[src/rtl/mdu_iter_if.sv]
// mdu_iter_if: start/busy/done request bus and HI/LO result bus of the iterative multiply/divide unit
// Ports (master = pipeline, slave = mdu_iter):
//   start, op[2:0], a, b, cancel : request side, driven by the master
//   busy, done, hi, lo           : status and HI/LO registers, driven by the slave
interface mdu_iter_if #(parameter int WIDTH = 32);
    logic             start;
    logic [2:0]       op;
    logic [WIDTH-1:0] a;
    logic [WIDTH-1:0] b;
    logic             cancel;
    logic             busy;
    logic             done;
    logic [WIDTH-1:0] hi;
    logic [WIDTH-1:0] lo;
    modport master(output start, op, a, b, cancel, input busy, done, hi, lo);
    modport slave(input start, op, a, b, cancel, output busy, done, hi, lo);
endinterface

[src/rtl/mdu_iter.sv]
// mdu_iter: iterative MULT/MULTU/DIV/DIVU unit with HI/LO registers and MTHI/MTLO writes
// Ports:
//   clk, rst_n : clock, asynchronous active-low reset
//   bus        : mdu_iter_if slave (start/op/a/b/cancel in, busy/done/hi/lo out)
module mdu_iter #(parameter int WIDTH = 32) (
    input  logic        clk,
    input  logic        rst_n,
    mdu_iter_if.slave   bus
);
    localparam int CW = $clog2(WIDTH) + 1;
    typedef enum logic [1:0] {IDLE, CALC, FIX} state_t;
    state_t             state;
    logic [CW-1:0]      cnt;
    logic [2*WIDTH-1:0] acc;
    logic [WIDTH-1:0]   opnd;
    logic               sa, sb, is_div, is_sgn;
    logic               busy, done;
    logic [WIDTH-1:0]   hi, lo;
    logic               accept, sgn_op;
    logic [WIDTH-1:0]   abs_a, abs_b;
    logic [WIDTH:0]     msum, dsh, ddif;
    logic [2*WIDTH-1:0] mul_next, div_next, prod;
    logic [WIDTH-1:0]   quo, rem;
    logic               neg;
    assign bus.busy = busy;
    assign bus.done = done;
    assign bus.hi   = hi;
    assign bus.lo   = lo;
    always_comb begin
        accept   = bus.start & ~busy & ~done & ~bus.cancel;
        sgn_op   = ~bus.op[0];
        abs_a    = (sgn_op & bus.a[WIDTH-1]) ? -bus.a : bus.a;
        abs_b    = (sgn_op & bus.b[WIDTH-1]) ? -bus.b : bus.b;
        // acc = {partial product, remaining multiplier bits}
        msum     = {1'b0, acc[2*WIDTH-1:WIDTH]} + {1'b0, acc[0] ? opnd : {WIDTH{1'b0}}};
        mul_next = {msum, acc[WIDTH-1:1]};
        // acc = {partial remainder, dividend bits shifting out / quotient bits shifting in}
        dsh      = acc[2*WIDTH-1:WIDTH-1];
        ddif     = dsh - {1'b0, opnd};
        div_next = {ddif[WIDTH] ? dsh[WIDTH-1:0] : ddif[WIDTH-1:0], acc[WIDTH-2:0], ~ddif[WIDTH]};
        neg      = is_sgn & (sa ^ sb);
        prod     = neg ? -acc : acc;
        quo      = neg ? -acc[WIDTH-1:0] : acc[WIDTH-1:0];
        rem      = (is_sgn & sa) ? -acc[2*WIDTH-1:WIDTH] : acc[2*WIDTH-1:WIDTH];
    end
    always_ff @(posedge clk or negedge rst_n) begin
        if (!rst_n) begin
            state  <= IDLE;
            cnt    <= '0;
            acc    <= '0;
            opnd   <= '0;
            sa     <= 1'b0;
            sb     <= 1'b0;
            is_div <= 1'b0;
            is_sgn <= 1'b0;
            busy   <= 1'b0;
            done   <= 1'b0;
            hi     <= '0;
            lo     <= '0;
        end else begin
            done <= 1'b0;
            case (state)
                IDLE: if (accept) begin
                    if (!bus.op[2]) begin
                        if (bus.op[1] && bus.b == '0) begin
                            lo   <= '1;
                            hi   <= bus.a;
                            done <= 1'b1;
                        end else begin
                            state  <= CALC;
                            busy   <= 1'b1;
                            cnt    <= '0;
                            acc    <= {{WIDTH{1'b0}}, bus.op[1] ? abs_a : abs_b};
                            opnd   <= bus.op[1] ? abs_b : abs_a;
                            sa     <= sgn_op & bus.a[WIDTH-1];
                            sb     <= sgn_op & bus.b[WIDTH-1];
                            is_div <= bus.op[1];
                            is_sgn <= sgn_op;
                        end
                    end else if (!bus.op[1]) begin
                        if (bus.op[0]) lo <= bus.a;
                        else hi <= bus.a;
                        done <= 1'b1;
                    end
                end
                CALC: if (bus.cancel) begin
                    state <= IDLE;
                    busy  <= 1'b0;
                end else begin
                    acc <= is_div ? div_next : mul_next;
                    cnt <= cnt + 1'b1;
                    if (cnt == CW'(WIDTH - 1)) state <= FIX;
                end
                FIX: begin
                    state <= IDLE;
                    busy  <= 1'b0;
                    if (!bus.cancel) begin
                        hi   <= is_div ? rem : prod[2*WIDTH-1:WIDTH];
                        lo   <= is_div ? quo : prod[WIDTH-1:0];
                        done <= 1'b1;
                    end
                end
                default: state <= IDLE;
            endcase
        end
    end
endmodule

[src/flat_wrapper.sv]
// flat-port wrapper written by rule: the top's interface ports become plain ports
module mdu_iter_flat 
#(parameter int WIDTH = 32)
  (clk, rst_n, bus_start, bus_op, bus_a, bus_b, bus_cancel, bus_busy, bus_done, bus_hi, bus_lo);
  mdu_iter_if #(.WIDTH(WIDTH)) bus_i ();
  input  logic clk;
  input  logic rst_n;
  input wire logic [$bits(bus_i.start)-1:0] bus_start;
  input wire logic [$bits(bus_i.op)-1:0] bus_op;
  input wire logic [$bits(bus_i.a)-1:0] bus_a;
  input wire logic [$bits(bus_i.b)-1:0] bus_b;
  input wire logic [$bits(bus_i.cancel)-1:0] bus_cancel;
  output wire logic [$bits(bus_i.busy)-1:0] bus_busy;
  output wire logic [$bits(bus_i.done)-1:0] bus_done;
  output wire logic [$bits(bus_i.hi)-1:0] bus_hi;
  output wire logic [$bits(bus_i.lo)-1:0] bus_lo;
  assign bus_i.start = bus_start;
  assign bus_i.op = bus_op;
  assign bus_i.a = bus_a;
  assign bus_i.b = bus_b;
  assign bus_i.cancel = bus_cancel;
  assign bus_busy = bus_i.busy;
  assign bus_done = bus_i.done;
  assign bus_hi = bus_i.hi;
  assign bus_lo = bus_i.lo;
  mdu_iter #(.WIDTH(WIDTH)) u_core (.clk(clk), .rst_n(rst_n), .bus(bus_i));
endmodule
[config.mk]
export PLATFORM = sky130hd
export DESIGN_NAME = mdu_iter_flat
export DESIGN_NICKNAME = d
export VERILOG_FILES = /design/src/rtl/mdu_iter_if.sv /design/src/rtl/mdu_iter.sv /design/src/flat_wrapper.sv
export SDC_FILE = /design/constraint.sdc
export NUM_CORES = 1
export LEC_CHECK = 0
export BUFFER_PORTS_ARGS = -buffer_cell sky130_fd_sc_hd__clkbuf_2
export CAP_MARGIN = 20
export CORE_AREA = 2 2 282 145
export CTS_CLUSTER_DIAMETER = 80
export DETAILED_ROUTE_END_ITERATION = 8
export DIE_AREA = 0 0 284 147
export HOLD_SLACK_MARGIN = 0.03
export MAX_ROUTING_LAYER = met4
export PLACE_DENSITY = 0.59
export SLEW_MARGIN = 15
export SYNTH_ARGS = -nofsm -noshare
export SYNTH_HDL_FRONTEND = slang
export SYNTH_SLANG_ARGS = --single-unit
[constraint.sdc]
create_clock -name clk -period 4.1 [get_ports clk]
set_clock_uncertainty 0.15 [all_clocks]
set_input_delay 0.205 -clock clk [delete_from_list [all_inputs] [get_ports clk]]
set_output_delay 0.205 -clock clk [all_outputs]
set_load 0.01 [all_outputs]
==> results.sh <==
export IMPL_status="finished, final reports clean"
export IMPL_worstSkewPairLatency_ps=470
export IMPL_total_power_uw=15400
export IMPL_ys_flop_type="dfrtp_1"
export IMPL_p_per_area_nw_per_um2=847
export IMPL_dpl_cell_area_um2=17400
export IMPL_finalCritPeriodShare=0.984
export IMPL_synth_seq_cells=174
export IMPL_port_buffers=136
export IMPL_syn_num_nets=2137
export IMPL_syn_area_per_cell_um2=7.81
export IMPL_die_y_um=147
export IMPL_rows=52
export IMPL_hp_start="bus_a[10]"
export IMPL_critPathBufInv=5
export IMPL_drive_gt1_frac=0.174
export IMPL_slew_headroom=0.370
export IMPL_synth_warnings=0
export IMPL_area_growth_pct=16.8
export IMPL_multiInputGateArea_um2=10500
export IMPL_fin_crit_ps=4030
export IMPL_grt_antenna_before_repair=3
export IMPL_hold_viol_final=0
export IMPL_nNetsFinal=2289
export IMPL_numCtsBuffers=17
export IMPL_tritoncts="built"
export IMPL_setup_viol=0
export IMPL_slew_viol_final=0
export IMPL_cp_end_kind="flop"
export IMPL_crit_type="reg -> reg"
export IMPL_dr_pass1_iters=6
export IMPL_post_cts_repair_setup_buffers=0
export IMPL_wl_per_cell_um=24.8
export IMPL_io_pin_count=137
export IMPL_synth_edf_count=0
export IMPL_grtUsageTotal=0.324
export IMPL_r2r_slack_ps=70
export IMPL_peakVddDrop_uv=367
export IMPL_hold_slack_ps=48.1
export IMPL_hold_depth=3
export IMPL_crit_path_cell_trace="inv_1 -> ha_1 -> buf_4 -> nand2_1 -> o21ai_0 -> a2111oi_2 -> o211ai_1 -> buf_4 -> a21boi_2 -> o31ai_1 -> a21oi_1 -> xnor2_2 -> buf_12 -> buf_12 -> mux2i_1 -> o221ai_1"
export IMPL_power_leakage_uw=0.00789
export IMPL_yosysSeqAreaShare=0.280
export IMPL_reg2regPathDepth=16
export IMPL_fmax_mhz=248
export IMPL_die_width_um=284
export IMPL_grt_pass1_wl_um=98100
export IMPL_hold_end="u_core.bus.hi[10]$_DFFE_PN0P_"
export IMPL_synth_cell_types=73
export IMPL_via_per_inst=6.09
export IMPL_tightest_slew_ps=945
export IMPL_place_hpwl_um=52700
export IMPL_dr_first_iter_drc_count=2279
export IMPL_maxCapViolations=0
export IMPL_cts_root_buffer_cell="clkbuf_16"
export IMPL_path_clk_slew_ps=80
export IMPL_postRouteAntennaNets=0
export IMPL_crit_fanout=9
export IMPL_place_gp_congestion=1.04
export IMPL_grt_max_degree=109
export IMPL_rr_startpoint="u_core.opnd[15]$_DFFE_PN0P_"
export IMPL_final_area_um2=18200
export IMPL_synth_cells=1991
export IMPL_rsz0062_at_grt="false"
export IMPL_cp_slowest_cell="a2111oi_2"
export IMPL_seq_area_um2=4360
export IMPL_crit_arrival_ps=4200
export IMPL_drc_errors=0
export IMPL_grt_overflow=0
export IMPL_totalWireLength_um=67000
export IMPL_crit_path_max_incr_delay_ps=440
export IMPL_vias=16419
export IMPL_startpoint_type="flop"
export IMPL_synthArstFlopShare=1.00
export IMPL_hold_path_class="in -> reg"
export IMPL_die_area_um2=41700
export IMPL_cts_sinks=174
export IMPL_critical_path_required_ps=4270
export IMPL_cpLargestDelayFamily="compound AO/OA/AOI/OAI gates"
export IMPL_fill_cells=3990
export IMPL_fin_tns_setup_ps=0
export IMPL_grt_pass1_vias=14400
export IMPL_initial_core_util=0.393
export IMPL_core_um2=39600
export IMPL_clockBufferDepth=2
export IMPL_htreeDepth=4
export IMPL_r2r_end="u_core.acc[35]$_DFFE_PN0P_"
export IMPL_synth_area_um2=15500
==> metrics by stage <==
stage / setup slack [ps] / cells / util
after floorplan: 416 / 1991 / -
after global routing: 5.20 / 2698 / 0.459
after detailed placement: -172 / 2651 / 0.439
after global placement: 22.8 / 2651 / 0.439
after CTS: 50.0 / 2696 / 0.458
final: 67.4 / 2698 / 0.459
==> synthesized netlist by cell type (17+ instances only) <==
master / instances / area (µm²)
nand3_1: 22 / 110
nor3b_1: 31 / 233
nand2_1: 223 / 837
ha_1: 73 / 913
nor3_1: 35 / 175
nand2b_1: 21 / 131
a21o_1: 31 / 233
o31ai_1: 21 / 158
clkbuf_1: 88 / 330
a211oi_1: 38 / 285
nor2b_1: 17 / 106
dfrtp_1: 174 / 4350
nor4_1: 19 / 119
mux2_2: 60 / 676
a21oi_1: 213 / 1070
mux2i_1: 46 / 460
buf_2: 20 / 100
o21ai_0: 190 / 951
o221ai_1: 25 / 219
xnor2_1: 85 / 744
or3_1: 19 / 119
xor2_1: 92 / 806
nor2_1: 188 / 706
inv_1: 64 / 240
==> cells by family (layout without fill, tap and decap cells) <==
family                   Yosys count  in the layout  share of synthesized area
AND/OR/NAND/NOR                  649            649                      0.199
AO/OA/AOI/OAI                    622            622                      0.239
buffers and inverters            188            353                     0.0475
XOR/XNOR                         177            177                     0.0997
flip-flops                       174            174                      0.280
multiplexers                     106            106                     0.0731
adder cells (fa/ha/maj)           75             75                     0.0613
other                              0              2                          0
==> worst max path at each step <==
| stage | cells past startpoint | start | to | slack, ps |
|---|---|---|---|---|
| 2_1_floorplan | 15 | u_core.acc[0]$_DFFE_PN0P_ | u_core.acc[61]$_DFFE_PN0P_ | 420 |
| 3_3_place_gp | 16 | u_core.opnd[15]$_DFFE_PN0P_ | u_core.acc[63]$_DFFE_PN0P_ | 20 |
| 3_5_place_dp | 16 | u_core.opnd[15]$_DFFE_PN0P_ | u_core.acc[63]$_DFFE_PN0P_ | -170 |
| 4_1_cts | 16 | u_core.opnd[15]$_DFFE_PN0P_ | u_core.acc[63]$_DFFE_PN0P_ | 50 |
| 5_1_grt | 16 | u_core.opnd[15]$_DFFE_PN0P_ | u_core.acc[38]$_DFFE_PN0P_ | 5 |
| 6_report | 16 | u_core.opnd[15]$_DFFE_PN0P_ | u_core.acc[35]$_DFFE_PN0P_ | 70 |
==> worst reg2reg max path: cells and delay by family, from the launching register on <==
family                     cells  cell delay, ps
and+or+nand+nor                1             110
muxes                          1             360
xor gates and xnor gates       1             180
buffers and inverters          5             840
DFF                            1             400
adders and majority gates      1             280
AOI/OAI and AO/OA              7            1580
==> power by group <==
part           switching (µW)  internal [µW]  total [µW]
sequential                850           2450        3300
combinational            6340           3940       10300
clock                     912            885        1800
total                    8100           7280       15400
==> state kept, by name, summed over array words and instances, names as in the netlist, 2 cells and up <==
register,count
u_core.bus.lo,32
u_core.bus.hi,32
u_core.state,2
u_core.acc,64
u_core.opnd,32
u_core.cnt,6
==> final cells by class <==
type                       count  share of cell area
multi-input combinational   1629               0.580
sequential                   174               0.240
timing repair buffer         257              0.0946
tap                          540              0.0372
clock buffer                  17              0.0234
inverter                      64              0.0132
clock inverter                15              0.0110
antenna                        2            0.000276
==> placed cells by master (no fill, tap or decap), types with 24 or more instances in the layout <==
cell      netlist  routed
buf_4           1     102
nor2_1        188     188
xnor2_1        85      84
o221ai_1       25      24
a21oi_1       213     210
nor3b_1        31      31
mux2i_1        46      45
o21ai_0       190     190
nand2_1       223     223
dfrtp_1       174     173
clkbuf_2        0     134
xor2_1         92      92
mux2_2         60      60
inv_1          64      63
a21o_1         31      31
a211oi_1       38      38
ha_1           73      71
nor3_1         35      35
==> metal layers <==
layer	wire, µm	track usage
met5	0	-
met4	621	0.0405
met3	10700	0.141
met2	22200	0.349
met1	33500	0.525
==> what timing repair did <==
action                                  CTS  global route
gates resized for setup                   2             9
hold endpoints to repair                 78             0
cloned                                    0             0
endpoints found under the setup margin   24            30
pin swaps                                 0             2
hold buffers                             13             0
(Power assumes the default switching activity.)
